`src/rtl/music_pkg.sv`:
```
// rtl/music_pkg.sv - shared types, constants and note pitch table for the music sequencer
package music_pkg;

  localparam int NOTE_BITS = 4;
  localparam int END_DUR   = 0;

  typedef enum logic [1:0] {IDLE, LEAD, LOAD, PLAY} state_t;

  // C4 .. C6 major scale in Hz for note codes 1..15; code 0 is a rest
  function automatic int unsigned note_freq(input int unsigned code);
    case (code)
      1:  return 262;  2:  return 294;  3:  return 330;  4:  return 349;
      5:  return 392;  6:  return 440;  7:  return 494;  8:  return 523;
      9:  return 587;  10: return 659;  11: return 698;  12: return 784;
      13: return 880;  14: return 988;  15: return 1047;
      default: return 0;
    endcase
  endfunction

  // Half-period in clk cycles, never below 1 so slow test clocks still toggle
  function automatic logic [31:0] half_period(input int unsigned code, input int unsigned clk_hz);
    int unsigned f;
    int unsigned hp;
    f = note_freq(code);
    if (f == 0) return 32'd1;
    hp = clk_hz / (2 * f);
    return (hp == 0) ? 32'd1 : hp;
  endfunction

endpackage

```
`src/rtl/music_sequencer_tone_gen.sv`:
```
// rtl/music_sequencer_tone_gen.sv - 50% duty square wave for the current note code
module tone_gen
  import music_pkg::*;
#(
  parameter int CLK_HZ = 100_000_000,
  parameter int NOTE_W = NOTE_BITS
) (
  input  logic              clk,
  input  logic              rst,
  input  logic [NOTE_W-1:0] note,
  input  logic              en,
  output logic              tone_pwm
);

  logic [31:0]       half;
  logic [31:0]       cnt;
  logic [NOTE_W-1:0] note_q;
  logic              en_q;

  assign half = half_period(int'(note), CLK_HZ);

  always_ff @(posedge clk) begin
    if (rst) begin
      cnt      <= '0;
      tone_pwm <= 1'b0;
      note_q   <= '0;
      en_q     <= 1'b0;
    end else begin
      note_q <= note;
      en_q   <= en;
      // restart the period so a new note always begins on a clean edge
      if ((note != note_q) || (en_q && !en)) begin
        cnt      <= '0;
        tone_pwm <= 1'b0;
      end else if (en) begin
        if (cnt >= half - 32'd1) begin
          cnt      <= '0;
          tone_pwm <= ~tone_pwm;
        end else begin
          cnt <= cnt + 32'd1;
        end
      end
    end
  end

endmodule

```
`src/rtl/music_sequencer.sv`:
```
// rtl/music_sequencer.sv - multi-track event ROM sequencer driving the PWM amplifier
module music_sequencer
  import music_pkg::*;
#(
  parameter int CLK_HZ     = 100_000_000,
  parameter int TICK_HZ    = 1000,
  parameter int N_TRACKS   = 4,
  parameter int ADDR_W     = 9,
  parameter int NOTE_W     = NOTE_BITS,
  parameter int DUR_W      = 20,
  parameter int LEAD_TICKS = 10
) (
  input  logic                        clk,
  input  logic                        rst,
  input  logic                        play,
  input  logic [$clog2(N_TRACKS)-1:0] track,
  input  logic                        stop,
  input  logic                        pause,
  input  logic                        loop_en,
  output logic [ADDR_W-1:0]           rom_addr,
  input  logic [DUR_W+NOTE_W-1:0]     rom_data,
  output logic                        busy,
  output logic                        done,
  output logic                        note_en,
  output logic [NOTE_W-1:0]           note,
  output logic                        pwm,
  output logic                        sd
);

  localparam int TRK_W     = $clog2(N_TRACKS);
  localparam int OFF_W     = ADDR_W - TRK_W;
  localparam int PRESC_MAX = CLK_HZ / TICK_HZ - 1;

  state_t            state;
  logic [TRK_W-1:0]  trk;
  logic [OFF_W-1:0]  off;
  logic [31:0]       presc;
  logic [31:0]       lead_cnt;
  logic [DUR_W-1:0]  dur_cnt;
  logic              wrapped;
  logic              tick;
  logic              at_end;
  logic              tone_pwm;
  logic [DUR_W-1:0]  ev_dur;
  logic [NOTE_W-1:0] ev_note;

  assign ev_dur   = rom_data[DUR_W+NOTE_W-1:NOTE_W];
  assign ev_note  = rom_data[NOTE_W-1:0];
  // offset lives in its own field, so address arithmetic cannot leave the segment
  assign rom_addr = {trk, off};
  assign tick     = (presc == 32'(PRESC_MAX)) && !pause;
  assign at_end   = (state == LOAD) && ((ev_dur == DUR_W'(END_DUR)) || wrapped);
  assign done     = at_end && !loop_en && !pause && !stop && !play;
  assign busy     = (state != IDLE);
  assign note_en  = (state == PLAY) && (note != '0) && !pause;
  assign sd       = note_en;
  assign pwm      = tone_pwm & note_en;

  // prescaler also holds in LOAD so every event is exactly d ticks of PLAY
  always_ff @(posedge clk) begin
    if (rst || play)                   presc <= '0;
    else if (pause || state == LOAD)   presc <= presc;
    else if (presc == 32'(PRESC_MAX))  presc <= '0;
    else                               presc <= presc + 32'd1;
  end

  always_ff @(posedge clk) begin
    if (rst) begin
      state    <= IDLE;
      trk      <= '0;
      off      <= '0;
      lead_cnt <= '0;
      dur_cnt  <= '0;
      note     <= '0;
      wrapped  <= 1'b0;
    end else if (stop) begin
      state   <= IDLE;
      note    <= '0;
      wrapped <= 1'b0;
    end else if (play) begin
      state    <= LEAD;
      trk      <= track;
      off      <= '0;
      lead_cnt <= '0;
      note     <= '0;
      wrapped  <= 1'b0;
    end else if (!pause) begin
      case (state)
        IDLE: ;
        LEAD: begin
          if (LEAD_TICKS == 0) begin
            state <= LOAD;
          end else if (tick) begin
            if (lead_cnt == 32'(LEAD_TICKS - 1)) begin
              state    <= LOAD;
              lead_cnt <= '0;
            end else begin
              lead_cnt <= lead_cnt + 32'd1;
            end
          end
        end
        LOAD: begin
          if (at_end) begin
            wrapped <= 1'b0;
            if (loop_en) begin
              off <= '0;
            end else begin
              state <= IDLE;
              note  <= '0;
            end
          end else begin
            note    <= ev_note;
            dur_cnt <= ev_dur;
            state   <= PLAY;
          end
        end
        PLAY: begin
          if (tick) begin
            if (dur_cnt == DUR_W'(1)) begin
              state   <= LOAD;
              off     <= off + 1'b1;
              wrapped <= &off;
            end else begin
              dur_cnt <= dur_cnt - 1'b1;
            end
          end
        end
        default: state <= IDLE;
      endcase
    end
  end

  tone_gen #(.CLK_HZ(CLK_HZ), .NOTE_W(NOTE_W)) u_tone (
    .clk      (clk),
    .rst      (rst),
    .note     (note),
    .en       (note_en),
    .tone_pwm (tone_pwm)
  );

endmodule

```
`config.mk`:
```
export PLATFORM = sky130hd
export DESIGN_NAME = music_sequencer
export DESIGN_NICKNAME = d
export VERILOG_FILES = /design/src/rtl/music_pkg.sv /design/src/rtl/music_sequencer_tone_gen.sv /design/src/rtl/music_sequencer.sv
export SDC_FILE = /design/constraint.sdc
export NUM_CORES = 1
export LEC_CHECK = 0
export CORE_UTILIZATION = 45
export DETAILED_ROUTE_END_ITERATION = 8
export DONT_BUFFER_PORTS = 1
export SYNTH_ARGS = -nofsm -noshare
export SYNTH_HDL_FRONTEND = slang
export SYNTH_HIERARCHICAL = 1
export SYNTH_SLANG_ARGS = --single-unit
```
`constraint.sdc`:
```
create_clock -name clk -period 106.3 [get_ports clk]
set_input_delay 10.63 -clock clk [delete_from_list [all_inputs] [get_ports clk]]
set_output_delay 10.63 -clock clk [all_outputs]
set_load 0.03 [all_outputs]
```
==> out/summary.md <==
For the hold buffer count at cts, the log shows 0. The tools report the quantity of gates resized following cts as 0. The number of antenna violations at the first check in global routing was 3. For this design, the slowest cell found on the critical path is sky130_fd_sc_hd__dfxtp_1. The min-delay analysis places its worst path in the category reg2reg. In the routed design, unresolved DRC markers number 0. The run gives 0.0695 mm² as the die area. Among all flip-flop cells after synthesis, the most frequent one is sky130_fd_sc_hd__dfxtp_1.

At the later pin of the worst-skew pair, clock insertion delay measures 0.44 ns. TritonCTS built the clock tree. Setup violations remaining at the end of the flow were counted as 0. Buffers inserted during clock tree synthesis total 17. The register bit total from synthesis is 138. The tools report the count of endpoints failing hold in the final timing report as 0. Once detail routing completed, the nets flagged for antenna violations numbered 0. The effective utilization at floorplan came out at 0.457. With fillers left out, the area of the finished cells amounts to 0.0323 mm². Row count: 95. The total negative slack is 0 ns.

The met3 demand-to-capacity share in global routing was 0.0283; the area overhead of the layout relative to synthesis was 4.72%. For the via count of the first global-routing pass, the log shows 29.7k. The run gives 0.434 as the global-route track usage on met2. In the layout the commonest cells are sky130_fd_sc_hd__nor2_1, sky130_fd_sc_hd__a21oi_1, sky130_fd_sc_hd__nand2_1.

The detailed-route vias per instance is 6.31. The core region is 0.0674 mm². The number of I/O port buffers was 0; the die outline height was 264 µm. The first detailed-routing pass ran for 7 iterations. CTS saw 138 sinks. The H-tree was split into 4 levels. The kind of cell with the highest combined delay along the critical path is compound AO/OA/AOI/OAI gates.

During I/O placement, the number of pins put on the boundary was 50. The most numerous cell type found on the critical path is sky130_fd_sc_hd__o21ai_0. The share of synthesized flip-flops with an asynchronous set or reset came out at 0. The largest fanout on the critical path is 36. The transition time of the tightest slew-check pin is 1.22 ns, and the mean area per synthesized cell is 7.01 µm². The tools report the part of the Yosys area used for sequential elements as 0.0897. The logs give 0.479 for the end-of-flow core utilization and 158 mm for the wire length of the first global-routing pass. Summed over all layers, the global routing overflow is 0. The routed design has 98.0 mm of wire.

The detailed router placed 32.8k vias in this run. Counting the fill cells in the layout gives 6882. The run gives 0.178 as the headroom to the max-slew limit. The run gives 0.0317 mm² as the area of placed instances. After synthesis, the netlist uses 134 different library cells.

In this run, the number of DRC markers left after iteration 0 of detailed routing was 2637. The worst setup path is of the reg2reg kind. The type of element launching the critical path is a register. For the placed wire-length estimate after detailed placement, the log shows 75.4 mm. Across all hold checks on the routed design, the worst slack comes to 0.500 ns. The number of warnings printed during yosys synthesis is 6, and the data arrival time at the worst-slack endpoint is 90.40 ns. Max-cap violations in this run came to 0.

The CTS root buffer is sky130_fd_sc_hd__clkbuf_16. For this run, the slowest stage of the critical path takes 0.97 ns. The peak-usage layer in the global routing report is met2. Based on the critical path, the design can be clocked at up to 11.1 MHz.

The fraction of layout cells with a size suffix above 1 was 0.0662; the final worst-path cycle share was 0.847. Counting flops with a built-in enable in the synthesized netlist gives 0. Clock-pin slew was measured on the worst setup and hold paths at 0.07 ns. The synthesized netlist occupies a cell area of 0.0308 mm². Summing all flip-flop and latch instances after layout gives 0.00277 mm². The weighted congestion reported at the end of routability-driven placement was 0.955.

Global-route usage over all layers: 0.271. The logs give 0 for the final number of max-transition violations and 0.390 for the global-route met1 utilization. The run finished with clean final reports. For the worst setup path, the data required time is 106.67 ns. After the last flow step, the layout net total stands at 4643. In this run the post-CTS setup repair buffer count came out at 0. The wire length per cell after detailed routing was 18.9 µm; the maximum clock skew at final layout was 0.0121 ns. Entering global routing, the biggest net connects 48 pins. Setup repair after global routing left no endpoint under its margin. The minimum period implied by the final worst setup slack was 90.03 ns; the width of the chip was 264 µm.

The library cell used most frequently in the layout, excluding fill and tap cells, is sky130_fd_sc_hd__nor2_1. The area used by multi-input combinational logic was 0.0269 mm²; the maximum clock insertion buffer count was 2. Counting every instance in the synthesized netlist gives 4395.

The critical path endpoint category was a register. The number of buffers and inverters on the critical path is 13.
## cell usage after synthesis, types with 16 or more instances
cell type | count | area [µm²]
sky130_fd_sc_hd__o21bai_1 | 31 | 233
sky130_fd_sc_hd__nor4_1 | 52 | 325
sky130_fd_sc_hd__nor3_1 | 122 | 611
sky130_fd_sc_hd__xnor2_1 | 208 | 1820
sky130_fd_sc_hd__o22ai_1 | 25 | 156
sky130_fd_sc_hd__nand2_1 | 348 | 1310
sky130_fd_sc_hd__o311ai_0 | 16 | 140
sky130_fd_sc_hd__or4_1 | 19 | 143
sky130_fd_sc_hd__o21ai_0 | 247 | 1240
sky130_fd_sc_hd__a31oi_1 | 60 | 375
sky130_fd_sc_hd__buf_1 | 16 | 60.1
sky130_fd_sc_hd__o31ai_1 | 63 | 473
sky130_fd_sc_hd__o21ai_1 | 26 | 130
sky130_fd_sc_hd__a211oi_1 | 55 | 413
sky130_fd_sc_hd__and2_1 | 66 | 413
sky130_fd_sc_hd__nand3_1 | 143 | 716
sky130_fd_sc_hd__and3_1 | 56 | 350
sky130_fd_sc_hd__dfxtp_1 | 138 | 2760
sky130_fd_sc_hd__nor2b_1 | 57 | 357
sky130_fd_sc_hd__o21a_1 | 57 | 428
sky130_fd_sc_hd__o211ai_1 | 42 | 315
sky130_fd_sc_hd__inv_1 | 150 | 563
sky130_fd_sc_hd__a21o_1 | 110 | 826
sky130_fd_sc_hd__xor2_1 | 142 | 1240
sky130_fd_sc_hd__nand2b_1 | 111 | 694
sky130_fd_sc_hd__mux2i_1 | 50 | 500
sky130_fd_sc_hd__a21oi_1 | 367 | 1840
sky130_fd_sc_hd__nor2_1 | 482 | 1810
sky130_fd_sc_hd__or3_1 | 66 | 413
sky130_fd_sc_hd__ha_1 | 302 | 3780
sky130_fd_sc_hd__nand4_1 | 80 | 500
sky130_fd_sc_hd__nor4b_1 | 18 | 158
sky130_fd_sc_hd__or2_2 | 30 | 188
sky130_fd_sc_hd__clkbuf_1 | 102 | 383
sky130_fd_sc_hd__mux2_2 | 58 | 653
sky130_fd_sc_hd__o32ai_1 | 16 | 140
sky130_fd_sc_hd__buf_2 | 29 | 145
sky130_fd_sc_hd__and4_1 | 24 | 210
## path summary, 6_finish.rpt
path	from	to	slack (ns)	cells past startpoint
hold reg to reg	dur_cnt[18]$_SDFFE_PP0P_	dur_cnt[18]$_SDFFE_PP0P_	0.50	2
setup / recovery	note[1]$_SDFFE_PP0P_	u_tone/cnt[17]$_SDFFE_PP0P_	16.27	386
hold / removal	dur_cnt[18]$_SDFFE_PP0P_	dur_cnt[18]$_SDFFE_PP0P_	0.50	2
setup reg to reg	note[1]$_SDFFE_PP0P_	u_tone/cnt[17]$_SDFFE_PP0P_	16.27	386
## metrics by stage
stage	std cells	setup slack, ns
6_report	5194	16.27
5_1_grt	5194	7.36
4_1_cts	5193	17.33
3_5_place_dp	5163	17.72
3_3_place_gp	5163	20.11
2_1_floorplan	4403	27.71
## layer usage
metal  up-vias  wire length, µm  part of all wire
met5         -               23           0.00023
met4         2             1550             0.016
met3       107             5250             0.054
met2       929            42800              0.44
met1     15400            48400              0.49
li1      16400                -                 -
## cell type report
class	instances	share of cell area
antenna	1	0.0000776
clock buffer	19	0.0137
clock inverter	11	0.00353
inverter	154	0.0179
multi-input combinational	3955	0.835
sequential	138	0.0857
tap	873	0.0339
timing repair buffer	43	0.0100
## worst min-delay path: cells and delay by family, from the launching register on
family	cells	cell delay, ns
DFF	1	0.31
AOI/OAI and AO/OA	2	0.15
## flip-flops by register name, summed over array words and instances, names as in the netlist, 2 cells and up
register,flops
dur_cnt,20
lead_cnt,32
note,4
off,7
presc,32
state,2
trk,2
u_tone/cnt,32
u_tone/note_q,4
## cells by family (layout without fill, tap and decap cells)
kind of cell    after synthesis  in the layout  share of synthesized area
compound gates             1401           1401                      0.308
xor+xnor                    351            351                      0.100
fa+ha+maj                   302            302                      0.123
buf+inv                     310            227                     0.0402
flops                       138            138                     0.0897
mux                         111            111                     0.0391
other cells                   2             11                   0.000244
simple gates               1780           1780                      0.300
Power is not shown: default switching activity piles up to over one toggle a cycle in this logic, so the estimate is an artifact.
